**src/rtl/sdm_dac_ideal.sv**
```systemverilog
// First-order sigma-delta DAC: each accepted WIDTH-bit code becomes an OSR-bit frame whose ones-density is code/2^WIDTH.
// First bit one cycle after accept; one-entry pending buffer while running. Define SDM_DAC_FORMAL_EN for sby properties.
module sdm_dac_ideal #(
    parameter int WIDTH = 10,
    parameter int OSR   = 1024
) (
    input  logic             clk,
    input  logic             reset,
    input  logic [WIDTH-1:0] code_digital,
    input  logic             code_valid,
    output logic             code_ready,
    output logic             dac_bit_out,
    output logic [WIDTH-1:0] output_voltage_real,
    output logic             frame_done,
    output logic             busy
);
    localparam int CW = (OSR > 1) ? $clog2(OSR) : 1;

    typedef enum logic {
        IDLE = 1'b0,
        RUN  = 1'b1
    } state_t;

    state_t           state_q, state_d;
    logic [WIDTH-1:0] acc_q, acc_d;
    logic [WIDTH-1:0] cur_q, cur_d;
    logic [WIDTH-1:0] pend_q, pend_d;
    logic [WIDTH-1:0] volt_q, volt_d;
    logic [CW-1:0]    cnt_q, cnt_d;
    logic             pend_vld_q, pend_vld_d;
    logic             bit_q, bit_d;
    logic             done_q, done_d;
    logic [WIDTH:0]   sum;
    logic             accept;
    logic             last;

    always_comb begin
        code_ready = !reset && ((state_q == IDLE) || !pend_vld_q);
        accept     = code_valid && code_ready;
        sum        = {1'b0, acc_q} + {1'b0, cur_q};
        last       = (cnt_q == CW'(OSR - 1));

        state_d    = state_q;
        acc_d      = acc_q;
        cur_d      = cur_q;
        pend_d     = pend_q;
        pend_vld_d = pend_vld_q;
        volt_d     = volt_q;
        cnt_d      = cnt_q;
        bit_d      = 1'b0;
        done_d     = 1'b0;

        if (state_q == IDLE) begin
            if (accept) begin
                state_d = RUN;
                cur_d   = code_digital;
                volt_d  = code_digital;
                acc_d   = '0;
                cnt_d   = '0;
            end
        end else begin
            // The carry out of the accumulator is the modulator bit.
            acc_d = sum[WIDTH-1:0];
            bit_d = sum[WIDTH];
            cnt_d = cnt_q + 1'b1;
            if (last) begin
                done_d = 1'b1;
                acc_d  = '0;
                cnt_d  = '0;
                // Reload on the last-bit edge so the next frame follows without a gap.
                if (pend_vld_q) begin
                    cur_d      = pend_q;
                    volt_d     = pend_q;
                    pend_vld_d = 1'b0;
                end else if (accept) begin
                    cur_d  = code_digital;
                    volt_d = code_digital;
                end else begin
                    state_d = IDLE;
                end
            end else if (accept) begin
                pend_d     = code_digital;
                pend_vld_d = 1'b1;
            end
        end
    end

    always_ff @(posedge clk or posedge reset) begin
        if (reset) begin
            state_q    <= IDLE;
            acc_q      <= '0;
            cur_q      <= '0;
            pend_q     <= '0;
            pend_vld_q <= 1'b0;
            volt_q     <= '0;
            cnt_q      <= '0;
            bit_q      <= 1'b0;
            done_q     <= 1'b0;
        end else begin
            state_q    <= state_d;
            acc_q      <= acc_d;
            cur_q      <= cur_d;
            pend_q     <= pend_d;
            pend_vld_q <= pend_vld_d;
            volt_q     <= volt_d;
            cnt_q      <= cnt_d;
            bit_q      <= bit_d;
            done_q     <= done_d;
        end
    end

    assign dac_bit_out         = bit_q;
    assign output_voltage_real = volt_q;
    assign frame_done          = done_q;
    assign busy                = (state_q == RUN);

`ifdef SDM_DAC_FORMAL_EN
    localparam int PW = WIDTH + CW + 1;

    logic [CW:0]      fv_ones_q;
    logic [WIDTH-1:0] fv_code_q;
    logic [PW-1:0]    fv_expect;

    // Ones emitted so far in the frame, and the code that frame is converting.
    always_ff @(posedge clk or posedge reset) begin
        if (reset) begin
            fv_ones_q <= '0;
            fv_code_q <= '0;
        end else if (state_q == RUN) begin
            fv_ones_q <= (cnt_q == '0) ? (CW+1)'(sum[WIDTH]) : fv_ones_q + (CW+1)'(sum[WIDTH]);
            fv_code_q <= cur_q;
        end
    end

    assign fv_expect = (PW'(OSR) * PW'(fv_code_q)) >> WIDTH;

    a_idle_quiet: assert property (@(posedge clk) disable iff (reset)
        (state_q == IDLE && !frame_done) |-> (!dac_bit_out && !busy));
    a_done_wrap: assert property (@(posedge clk) disable iff (reset)
        frame_done |-> (cnt_q == '0));
    a_full_not_ready: assert property (@(posedge clk) disable iff (reset)
        pend_vld_q |-> !code_ready);
    a_ones_count: assert property (@(posedge clk) disable iff (reset)
        frame_done |-> (PW'(fv_ones_q) == fv_expect));
    c_back_to_back: cover property (@(posedge clk) disable iff (reset)
        frame_done && busy);
`endif

endmodule

```
**config.mk**
```make
export PLATFORM = sky130hd
export DESIGN_NAME = sdm_dac_ideal
export DESIGN_NICKNAME = d
export VERILOG_FILES = /design/src/rtl/sdm_dac_ideal.sv
export SDC_FILE = /design/constraint.sdc
export NUM_CORES = 1
export LEC_CHECK = 0
export ABC_AREA = 1
export BUFFER_PORTS_ARGS = -buffer_cell sky130_fd_sc_hd__clkbuf_2
export CORE_MARGIN = 8
export CORE_UTILIZATION = 50
export CTS_CLUSTER_SIZE = 20
export DETAILED_ROUTE_END_ITERATION = 12
export MAX_ROUTING_LAYER = met4
export PLACE_DENSITY_LB_ADDON = 0.2
export SLEW_MARGIN = 10
export SYNTH_ARGS = -nofsm -noshare
export SYNTH_HDL_FRONTEND = slang
export SYNTH_SLANG_ARGS = --single-unit
export TNS_END_PERCENT = 10
```
**constraint.sdc**
```tcl
create_clock -name clk -period 3.3 [get_ports clk]
set_clock_uncertainty 0.1 [all_clocks]
set_input_delay 0 -clock clk [delete_from_list [all_inputs] [get_ports clk]]
set_output_delay 0 -clock clk [all_outputs]
set_load 0.01 [all_outputs]
```
==> flow_metrics.tcl <==
set metrics [dict create \
    status "completed" \
    dp_slack_ns 1.12 \
    htree_levels 2 \
    met2_usage_pct 28.3 \
    grt_use_met3_pct 3.56 \
    crit_fanout 19 \
    setup_slack_ns 1.10 \
    drive_above_1_share_pct 14.4 \
    rr_startpoint "busy$_DFF_PP0_" \
    critical_path.max_stage_delay_ns 0.58 \
    crit_arrival_ns 2.31 \
    dieWidth_um 92.6 \
    port_buffers 26 \
    async_flop_share_pct 100 \
    root_buffer "clkbuf_8" \
    cts_buffers 5 \
    clockBufferDepth 2 \
    n_antenna_cell 0 \
    cp-start-kind "flop" \
    synth_area_leader_cell "dfrtp_1" \
    cts_tree "done" \
    syn_nets 390 \
    grt_use_met1_pct 19.1 \
    grt_usage_pct 16.7 \
    cp.required_ns 3.41 \
    ys.flop_type "dfrtp_1" \
    io_pins 27 \
    path_class "flop to flop" \
    fin_nets 426 \
    via_per_inst 4.99 \
    core_um2 5780 \
    path_delay_family "simple AND/OR/NAND/NOR gates" \
    relSlewSlack_pct 52.4 \
    reg2reg_slack_ns 1.10 \
    hp-class "primary input to flop" \
    clkSlewWorstSetupHoldPaths_ns 0.09 \
    path_common_cell "nand2_1" \
    finalCritPeriodShare_pct 66.7 \
    grt_pass1_wl_um 11400 \
    critPathCapture "cur_q[8]$_DFFE_PP0P_" \
    grt_pass1_vias 2525 \
    ys_ff_latch 54 \
    holdBufCountCts 11 \
    detail-route-antenna-nets 0 \
    yosys_warnings 0 \
    place_area_um2 3100 \
    hold_viol 0 \
    rows 28 \
    critPathBufInv 2 \
    synth_edf_count 0 \
    cap_violations 0 \
    fp.dieArea_um2 8580 \
    min_period_ns 2.20 \
    setup_viol 0 \
    ir_drop_v 0.000304 \
    worst_slew_pin_slew_ns 0.711 \
    cpMaxStageDelayCell "o21ai_4" \
    drt_first_pass_iters 4 \
    fmax_ghz 0.454 \
    leakagePower_nw 1.61 \
    synth_area_leaders "dfrtp_1 (46%), nand2_1 (15%), o21ai_0 (4.9%), inv_1 (4.9%), ha_1 (4.7%)" \
    synth_cell_types 35 \
    gr-total-overflow 0 \
    syn2layout_area_growth_pct 13.1 \
    finalMaxSlewViolations 0 \
    ys_seq_area_share_pct 46.1 \
    synth_area_um2 2930 \
    drt-initial-drc-count 71 \
    critical_path_cell_count 7 \
    rsz0062_at_grt "false" \
    yosysTopAreaCellShare_pct 46.1 \
    post-route-util_pct 57.4 \
    cts_resized 0 \
    synthCells 365 \
    vias 2379 \
    power_density_nw_per_um2 419 \
    wirelength_um 6440 \
    chipHeight_um 92.6 \
    crit_chain "nand2_2 > nand3_4 > inv_4 > o21ai_4 > nand2_1 > nand2_1 > inv_1" \
    clk_latency_ns 0.31 \
    avgSynthCellArea_um2 8.04 \
    r2r-end "cur_q[8]$_DFFE_PP0P_" \
    top_usage_layer "met2" \
    wl_per_cell_um 13.5 \
    fin_area_um2 3320 \
    dpl.hpwl_um 4560 \
    crit_start "busy$_DFF_PP0_" \
    drc_errors 0 \
    grt_antenna_before_repair 0 \
    endpoint_kind "flop" \
    gp_congestion 0.800 \
    start_util_pct 50.8 \
    numClockSinks 54 \
    grt_max_degree 55 \
    finalSetupTns_ns 0 \
    ff2ff_path_depth 7 \
    cts_setup_buffers 0 \
]
==> worst min-delay path: cells and delay by family <==
kind                   cells  cell delay [ns]
and+or+nand+nor            2             0.29
buffers and inverters      1             0.10
==> state kept, by name (all words and copies together), names as in the netlist <==
register             count
acc_q                   10
busy                     1
cnt_q                   10
cur_q                   10
dac_bit_out              1
frame_done               1
output_voltage_real     10
pend_q                  10
pend_vld_q               1
==> cells by family (layout without fill, tap and decap cells) <==
family                     after synthesis  after routing  synth area share (%)
buffers and inverters                   50             87                  7.51
adders and majority gates               12             12                  5.37
and+or+nand+nor                        187            187                  27.5
xor gates and xnor gates                 8              8                  2.39
DFF                                     54             54                  46.1
AOI/OAI and AO/OA                       54             54                  11.2
==> power breakdown <==
part / switching (mW) / internal, mW
Sequential: 0.0273 / 0.712
Clock: 0.215 / 0.227
Combinational: 0.127 / 0.0819
Total: 0.369 / 1.02
==> stage by stage <==
| stage | hold slack (ns) | std cells | total power, mW |
|---|---|---|---|
| 6_report | 0.0277 | 477 | 1.39 |
| 5_1_grt | 0.0476 | 477 | 1.46 |
| 4_1_cts | 0.0266 | 477 | 1.40 |
| 3_5_place_dp | 0.157 | 458 | 0.951 |
| 3_3_place_gp | 0.152 | 458 | 0.947 |
| 2_1_floorplan | -0.0525 | 365 | 0.899 |
==> worst min path at each step <==
stage | startpoint | endpoint | slack [ns] | cells past startpoint
after global routing | code_valid | busy$_DFF_PP0_ | 0.05 | 3
after detailed placement | reset | code_ready | 0.16 | 3
after CTS | code_valid | busy$_DFF_PP0_ | 0.03 | 3
after global placement | reset | code_ready | 0.15 | 3
after floorplan | reset | code_ready | -0.05 | 1
final | code_valid | busy$_DFF_PP0_ | 0.03 | 3
==> placed cells by master, fill, tap and decap left out, types with 6 or more instances in the layout <==
| cell type | n |
|---|---|
| dfrtp_1 | 54 |
| nor2_1 | 21 |
| o21ai_2 | 9 |
| nand2_1 | 117 |
| nand3_1 | 25 |
| inv_1 | 37 |
| dlygate4sd3_1 | 11 |
| o21ai_0 | 29 |
| clkbuf_2 | 26 |
| a21oi_1 | 9 |
| xor2_1 | 6 |
| ha_1 | 11 |
==> layer usage <==
layer / wire, µm / up-vias
met4: 109 / 0
met1: 2950 / 1104
met5: 0 / -
met3: 211 / 9
met2: 3170 / 36
li1: - / 1230
==> area by class of cell <==
type                       count  area (µm²)
timing repair buffer          38         248
sequential                    54        1350
tap                           75        93.8
clock inverter                 1        30.0
clock buffer                   7        76.3
multi-input combinational    261        1360
inverter                      41         156
fill                         550        2460
==> cell usage after synthesis, types with 2 or more instances <==
library cell / instances
xor2_1: 6
buf_4: 2
nand2_2: 5
nor3_1: 3
or2_0: 5
o22ai_1: 2
xnor2_1: 2
inv_1: 38
o21ai_2: 9
dfrtp_1: 54
a21oi_1: 9
o21ai_0: 29
or2_2: 3
nor2_1: 21
buf_2: 4
nand3_1: 25
inv_2: 2
nand2_1: 117
ha_1: 11
or2_1: 3
(Power assumes the default switching activity.)
